**src/rtl/mm_timeout_guard.sv**
```systemverilog
// mm_timeout_guard: zero-latency MemoryMapped pass-through that aborts a
// transaction with an error data word when the slave stalls too long, and
// records the failing access plus a saturating abort count for debug.
module mm_timeout_guard #(
    parameter int                AWIDTH  = 8,
    parameter int                DWIDTH  = 8,
    parameter int                TIMEOUT = 256,
    parameter logic [DWIDTH-1:0] ERRDATA = '1,
    parameter int                CWIDTH  = 8
) (
    input  logic              reset,
    input  logic              clk,
    input  logic [AWIDTH-1:0] s_addr,
    input  logic              s_wreq,
    input  logic [DWIDTH-1:0] s_wdat,
    input  logic              s_rreq,
    output logic [DWIDTH-1:0] s_rdat,
    output logic              s_rdyn,
    output logic [AWIDTH-1:0] m_addr,
    output logic              m_wreq,
    output logic [DWIDTH-1:0] m_wdat,
    output logic              m_rreq,
    input  logic [DWIDTH-1:0] m_rdat,
    input  logic              m_rdyn,
    input  logic              err_clr,
    output logic              err_pulse,
    output logic [AWIDTH-1:0] err_addr,
    output logic              err_wr,
    output logic [CWIDTH-1:0] err_cnt
);

    // A zero TIMEOUT still needs a 1-bit counter to keep the code legal.
    localparam int              CNTW = (TIMEOUT > 0) ? $clog2(TIMEOUT + 1) : 1;
    localparam logic [CNTW-1:0] TMAX = CNTW'(TIMEOUT);
    localparam bit              GUARD_EN = (TIMEOUT != 0);

    typedef enum logic {PASS = 1'b0, BLANK = 1'b1} state_t;

    state_t          state;
    logic [CNTW-1:0] cnt;
    logic            req;
    logic            stall;
    logic            abort;

    assign req   = s_wreq | s_rreq;
    assign stall = (state == PASS) & req & m_rdyn;
    assign abort = GUARD_EN & ~reset & stall & (cnt == TMAX);

    assign m_addr = s_addr;
    assign m_wdat = s_wdat;

    // Combinational request/response steering: reset and BLANK hide the
    // master from the slave, an abort completes towards the master with ERRDATA.
    always_comb begin
        m_wreq = s_wreq;
        m_rreq = s_rreq;
        s_rdyn = m_rdyn;
        s_rdat = m_rdat;
        if (reset || state == BLANK) begin
            m_wreq = 1'b0;
            m_rreq = 1'b0;
            s_rdyn = 1'b1;
        end else if (abort) begin
            m_wreq = 1'b0;
            m_rreq = 1'b0;
            s_rdyn = 1'b0;
            s_rdat = ERRDATA;
        end
    end

    // State and stall counter; BLANK always lasts a single cycle.
    always_ff @(posedge clk) begin
        if (reset) begin
            state <= PASS;
            cnt   <= '0;
        end else begin
            case (state)
                PASS:    state <= abort ? BLANK : PASS;
                default: state <= PASS;
            endcase
            // Holding at TMAX only matters when the guard is disabled.
            if (stall && !abort)
                cnt <= (cnt == TMAX) ? cnt : cnt + 1'b1;
            else
                cnt <= '0;
        end
    end

    // Debug capture of the aborted access and the saturating abort count.
    always_ff @(posedge clk) begin
        if (reset) begin
            err_pulse <= 1'b0;
            err_addr  <= '0;
            err_wr    <= 1'b0;
            err_cnt   <= '0;
        end else begin
            err_pulse <= abort;
            if (abort) begin
                err_addr <= s_addr;
                err_wr   <= s_wreq;
            end
            if (err_clr)
                err_cnt <= abort ? CWIDTH'(1) : '0;
            else if (abort && !(&err_cnt))
                err_cnt <= err_cnt + 1'b1;
        end
    end

endmodule

```
**config.mk**
```make
export PLATFORM = sky130hd
export DESIGN_NAME = mm_timeout_guard
export DESIGN_NICKNAME = d
export VERILOG_FILES = /design/src/rtl/mm_timeout_guard.sv
export SDC_FILE = /design/constraint.sdc
export NUM_CORES = 1
export LEC_CHECK = 0
export BUFFER_PORTS_ARGS = -buffer_cell sky130_fd_sc_hd__buf_2
export CAP_MARGIN = 20
export CELL_PAD_IN_SITES_DETAIL_PLACEMENT = 0
export CELL_PAD_IN_SITES_GLOBAL_PLACEMENT = 1
export CORE_ASPECT_RATIO = 0.8
export CORE_MARGIN = 2
export CORE_UTILIZATION = 33
export CTS_CLUSTER_DIAMETER = 50
export DETAILED_ROUTE_END_ITERATION = 10
export GPL_TIMING_DRIVEN = 0
export PLACE_DENSITY = 0.91
export RECOVER_POWER = 100
export SLEW_MARGIN = 10
export SYNTH_ARGS = -nofsm -noshare
export SYNTH_HDL_FRONTEND = slang
export SYNTH_SLANG_ARGS = --single-unit
```
**constraint.sdc**
```tcl
create_clock -name clk -period 3.6 [get_ports clk]
set_input_delay 0.18 -clock clk [delete_from_list [all_inputs] [get_ports clk]]
set_output_delay 0.18 -clock clk [all_outputs]
set_load 0.01 [all_outputs]
```
==> results of run 1 <==
## cells in the mapped netlist (2+ instances only)
library cell	n	area share (%)
a211oi_1	2	1.1
a21oi_1	13	4.7
and3_1	2	0.90
buf_2	2	0.72
buf_4	16	8.6
clkbuf_1	3	0.81
dfxtp_1	28	40
ha_1	3	2.7
inv_1	6	1.6
nand2_1	27	7.3
nand2b_1	8	3.6
nand3_1	6	2.2
nor2_1	16	4.3
nor3_1	4	1.4
nor3b_1	2	1.1
nor4b_4	2	3.4
o211ai_1	2	1.1
o21ai_0	2	0.72
o31ai_1	3	1.6
o41ai_1	2	1.3
or4_1	3	1.6
xnor2_1	5	3.1
xor2_1	2	1.3
## path summary, 6_finish.rpt
path / start / endpoint / cells after the start
setup / recovery: cnt[0] / m_wreq / 7
hold / removal: s_addr[3] / err_addr[3] / 3
setup reg to reg: cnt[0] / err_cnt[5] / 7
hold reg to reg: err_addr[6] / err_addr[6] / 2
## state kept, by name, summed over array words and instances, names as in the netlist
name       cells
err_wr         1
cnt            9
err_pulse      1
err_cnt        8
err_addr       8
state          1
## layer usage
metal | up-vias | global-route usage [%] | wire length, µm
met1 | 576 | 17.6 | 1510
met2 | 31 | 22.0 | 1390
met5 | - | 0 | 0
met3 | 4 | 3.92 | 165
li1 | 696 | - | -
met4 | 0 | 4.09 | 34
## logic make-up (layout without fill, tap and decap cells)
logic type | count (synthesis) | count (layout)
buffers and inverters | 28 | 99
XOR/XNOR | 7 | 7
flip-flops | 28 | 28
AO/OA/AOI/OAI | 28 | 28
AND/OR/NAND/NOR | 73 | 73
adder cells (fa/ha/maj) | 3 | 3
## final cells by class
type | instances | area [µm²]
fill | 459 | 2330
multi-input combinational | 111 | 643
sequential | 28 | 561
timing repair buffer | 67 | 279
buffer | 22 | 144
tap | 57 | 71.3
clock buffer | 3 | 41.3
clock inverter | 1 | 30.0
inverter | 6 | 22.5
## power breakdown
group,switching [mW],total (mW),internal (mW)
Sequential,0.000993,0.311,0.310
Combinational,0.0295,0.0606,0.0311
Clock,0.0971,0.246,0.149
## tightest hold or removal path: cells and delay by family
| family | cells | cell delay [ns] |
|---|---|---|
| buffers and inverters | 1 | 0.10 |
| and+or+nand+nor | 1 | 0.05 |
| AOI/OAI and AO/OA | 1 | 0.05 |
## per-stage QoR
| stage | power (mW) | utilization [%] | cells | setup WS [ns] |
|---|---|---|---|---|
| 6_report | 0.618 | 43.4 | 295 | 1.12 |
| 5_1_grt | 0.645 | 43.4 | 295 | 0.777 |
| 4_1_cts | 0.634 | 45.2 | 294 | 1.40 |
| 3_5_place_dp | 0.385 | 43.5 | 290 | 1.64 |
| 3_3_place_gp | 0.384 | 43.5 | 290 | 1.69 |
| 2_1_floorplan | 0.354 | - | 167 | 1.93 |
==> key figures, run 1 <==
Floorplan
  – Die height: between 60 and 70 µm
  – # rows: 21
  – Core footprint: a little over 4000 µm²
  – Chip width: roughly 77 µm
  – Die area: 4760 µm²
  – I/O pins: 75
  – Initial Util: approximately a third

Worst setup path
  – Crit-path slowest cell: nor4b_1
  – R2R setup slack: 1.30 ns
  – CP arrival: about 2.3 ns
  – Crit path cell chain: inv_1 > ha_1 > nor4b_1 > o2111ai_1 > clkbuf_1 > and3_1 > clkbuf_1
  – Crit path top cell by count: clkbuf_1
  – CP max FO: 10
  – Worst setup EP type: output port
  – Data required time at the worst endpoint: around 3.4 ns
  – Crit path max-delay family: simple AND/OR/NAND/NOR gates
  – Startpoint types: register
  – Setup CP Type: register to output port
  – Slowest Stage Delay on Critical Path: 0.40 ns
  – CP bufs+invs: 3

Outcome
  – Status: completed

Final layout
  – Fin area: between 1500 and 2000 µm²
  – Layout area overhead: 28.7%
  – Layout Nets: ~270
  – Share of cells above drive strength 1: about 19%
  – Most frequent cells in the layout: clkbuf_1 (49), dfxtp_1 (28), nand2_1 (27)
  – Commonest non-fill, non-tap cell in the layout: clkbuf_1
  – # diodes: 0

Hold path
  – Hold crit path type: input pin to register

Global route
  – GR Util All Layers: between 10 and 15%
  – Grt total ovfl: 0
  – Pin count of the biggest net entering global routing: 17
  – Vias in the first global route: 1,126
  – Initial antenna violation count: 0
  – Global-route wire length before repair: between 5000 and 6000 µm

Power and ir drop
  – Maximum vdd drop: 0.253 mV
  – Cell Pwr Density: 345 nW/µm²
  – Leak Pwr: approximately 0.66 nW

Drt
  – 1st-iter DRT viols: 51
  – Vias per std cell: 4.43
  – Routed Antenna Nets: 0
  – Routed vias: 1,307
  – DRT Pass-1 Iters: 4
  – Average wire per cell in the routed design: 10.5 µm
  – DRC: 0
  – Final wirelength: 3100 µm

CTS
  – CTS sink cnt: 28
  – TritonCTS clock tree: yes
  – CTS resizes: 0
  – Later-pin clock latency in the skew report: approximately 0.28 ns
  – Root Buffer: clkbuf_8
  – Post-CTS setup buffers: 0
  – Cts bufs inserted: 3
  – Clk pin slew, worst setup/hold paths: 0.10 ns
  – CTS max path bufs: 2
  – H-tree depth: 1
  – CTS Hold Bufs: 0

Timing
  – Final period util: 68.8%
  – Final slew viol count: 0
  – Clk_skew: ~0.0079 ns
  – Fin. Hold Viols: 0
  – Slew @ Worst Pin: around 0.68 ns
  – Fin Hold WS: 0.137 ns
  – Fmax: approximately 400 MHz
  – Setup repair after global routing missed its margin: no
  – Setup TNS: 0 ns
  – Final setup vio count: 0
  – Relative slew margins: about 55%
  – Min cycle time layout: about 2.5 ns

Synth
  – Synthesized cell area: approximately 1400 µm²
  – Xor/xnor share of the synthesized area: approximately 4.4%
  – Net count of the mapped netlist: 200
  – Post-synthesis cell count: approximately 170
  – YS warnings: 0
  – Distinct cell type count after synthesis: 31
  – Adder-cell area share of the yosys netlist: 2.70%
  – Fraction of the mapped netlist area in simple logic gates: between 20% and 30%
  – EDFF count, synth: 0
  – Fraction of registers with async set/reset: 0%
  – Largest family of logic cells by synthesized area: simple AND/OR/NAND/NOR gates
  – Compound-gate portion of the synthesized area: between 10% and 20%
  – Seq/Total Area, Yosys: about two fifths
  – Top_reg_cell synth: dfxtp_1
  – #FFs+latches synth: 28
  – Syn_area_per_cell: about 8.3 µm²
  – Multiplexer area fraction after synthesis: 0%

Placed design
  – Detailed placement HPWL: ~2400 µm
  – PortBufs: 66
  – Routability Congestion: a little under 0.8
  – Placed inst area: 1790 µm²

Flow run
  – # Max-Cap Violations: 0
Power figures use the tool's default switching activity.
==> run 2, diff against run 1 <==
- CORE_UTILIZATION: 33 -> 31
- PLACE_DENSITY: 0.91 -> 0.87
- clock period: 3.6 -> 2.5 ns (I/O delays scaled with it)
==> run 2 against run 1 <==
Via count grew 1.4%. Clock power shrank 6%. Die area increased by 6.1%. Worst setup slack worse by 0.74 ns. First-iteration DRC count increased by 9.8%. Count of clock-buffer cells in the layout did not move. Combinational power grew 49%. Utilization fell by 1.7 points. Largest cell class unchanged. Non-clock buffer count shrank 1.
==> key figures, run 2 (synthesis results as in run 1) <==
Outcome
  – Status: completed

Power and ir drop
  – Net switching power: 169 µW
  – Pwr Total: a little under 800 µW
  – Internal power: 601 µW
  – Logic pwr share: a little under an eighth
  – Maximum vdd drop: approximately 0.24 mV
  – Switching Share: between 20 and 25%
  – Sequential power share: ~58%
  – Cell Pwr Density: between 400 and 500 nW/µm²
  – Leak Pwr: roughly 0.66 nW
  – Clk network pwr share: between 30% and 40%

Worst setup path
  – Crit-path slowest cell: dfxtp_1
  – Crit path top cell by count: inv_1
  – Data required time at the worst endpoint: approximately 2.4 ns
  – CP bufs+invs: 4
  – CP max FO: 10
  – Setup CP Type: register to output port
  – Startpoint types: register
  – Slowest Stage Delay on Critical Path: ~0.35 ns
  – Worst setup EP type: output port
  – Crit path cell chain: inv_1 > ha_1 > nor4b_4 > o2111ai_2 > inv_1 > buf_2 > nor2_1 > clkbuf_1
  – Crit path max-delay family: buffers and inverters
  – CP arrival: between 1.5 and 2 ns

Timing
  – Fin Hold WS: between 0.09 and 0.1 ns
  – Slew @ Worst Pin: between 0.9 and 1 ns
  – Setup repair after global routing missed its margin: no
  – Final slew viol count: 0
  – Fmax: between 400 and 500 MHz
  – Clk_skew: approximately 0.0038 ns
  – Setup TNS: 0 ns
  – Relative slew margins: between 30% and 40%
  – Final setup vio count: 0
  – Fin. Hold Viols: 0
  – Final period util: about 84%
  – Min cycle time layout: between 2 and 2.5 ns

CTS
  – Later-pin clock latency in the skew report: 0.26 ns
  – Post-CTS setup buffers: 0
  – Clk pin slew, worst setup/hold paths: 0.09 ns
  – CTS resizes: 0
  – CTS Hold Bufs: 0
  – TritonCTS clock tree: yes
  – CTS sink cnt: 28
  – Cts bufs inserted: 3
  – CTS max path bufs: 2
  – Root Buffer: clkbuf_8
  – H-tree depth: 1

Floorplan
  – I/O pins: 75
  – Chip width: about 79 µm
  – # rows: 21
  – Die height: 64.0 µm
  – Core footprint: ~4300 µm²
  – Die area: slightly above 5000 µm²
  – Initial Util: between 30% and 40%

Final layout
  – Commonest non-fill, non-tap cell in the layout: clkbuf_1
  – Layout area overhead: 27.7%
  – Layout Nets: around 270
  – Largest registers: cnt: 9 flops, err_addr: 8 flops, err_cnt: 8 flops
  – Filler instances: 490
  – Final design utilization: around two fifths
  – Most frequent cells in the layout: clkbuf_1 (49), dfxtp_1 (28), nand2_1 (27)
  – # diodes: 0
  – Share of cells above drive strength 1: 19.5%
  – Biggest register: cnt
  – Max reg flops: 9

Placed design
  – Routability Congestion: slightly below 0.8
  – Detailed placement HPWL: about 2500 µm
  – PortBufs: 66

Drt
  – 1st-iter DRT viols: 56
  – Average wire per cell in the routed design: around 11 µm
  – DRC: 0
  – DRT Pass-1 Iters: 4
  – Routed Antenna Nets: 0
  – Routed vias: around 1,300
  – Vias per std cell: about 4.5
  – Final wirelength: around 3100 µm

Global route
  – Pin count of the biggest net entering global routing: 15
  – Global-route wire length before repair: 4910 µm
  – Initial antenna violation count: 0
  – GR Util All Layers: a little under an eighth
  – Grt total ovfl: 0
  – Vias in the first global route: approximately 1,100

Flow run
  – # Max-Cap Violations: 0

Hold path
  – Hold crit path type: input pin to register
==> run 2: cell count changes in the layout (fill, tap and decap cells not counted) <==
cell and change:
bufinv_16 -1, clkbuf_2 -1, nor4b_1 -1, nor4b_4 +1, o2111ai_1 -1, o2111ai_2 +1, o311ai_0 +1, o311ai_1 -1
==> run 2: final timing paths <==
check	from	end	slack, ns	cells past startpoint
setup reg to reg	cnt[0]	err_cnt[5]	0.51	7
hold reg to reg	err_addr[3]	err_addr[3]	0.46	2
hold / removal	s_addr[4]	err_addr[4]	0.1	3
setup / recovery	cnt[0]	s_rdyn	0.39	8
==> run 2: layer usage <==
layer / part of all wire, % / track usage (%) / up-vias
met3: 6.7 / 3.81 / 2
li1: - / - / 688
met1: 48 / 16.4 / 594
met2: 45 / 18.6 / 41
met5: 0 / 0 / -
met4: 0.25 / 1.94 / 0
==> run 2: power groups by stage <==
stage	clock, mW	sequential [mW]	combinational, mW
2_1_floorplan	0	0.459	0.0517
3_3_place_gp	0	0.459	0.0961
3_5_place_dp	0	0.459	0.0968
4_1_cts	0.249	0.448	0.0971
5_1_grt	0.262	0.449	0.0988
6_report	0.231	0.448	0.0903
==> run 2: worst reg2reg max path: stages (launching register included) <==
cell and delay, ns:
dfxtp_1 0.35, inv_1 0.06, ha_1 0.16, nor4b_4 0.24, o2111ai_2 0.26, clkbuf_1 0.28
o41ai_1 0.41, a21oi_1 0.10
==> run 2: layout make-up <==
class                   count  area, µm²  area share (%)
well taps                  57       71.3            4.01
clock buffers               3       41.3            2.32
repair buffers             66        274            15.4
inverters                   6       22.5            1.27
plain buffers              22        144            8.09
flip-flops and latches     28        561            31.5
multi-input cells         111        664            37.4
==> run 2: through the flow <==
stage | cells | worst slack [ns] | instance area (µm²)
2_1_floorplan | 167 | 0.825 | 1390
3_3_place_gp | 290 | 0.603 | 1790
3_5_place_dp | 290 | 0.580 | 1790
4_1_cts | 293 | 0.348 | 1840
5_1_grt | 293 | 0.189 | 1780
6_report | 293 | 0.388 | 1780
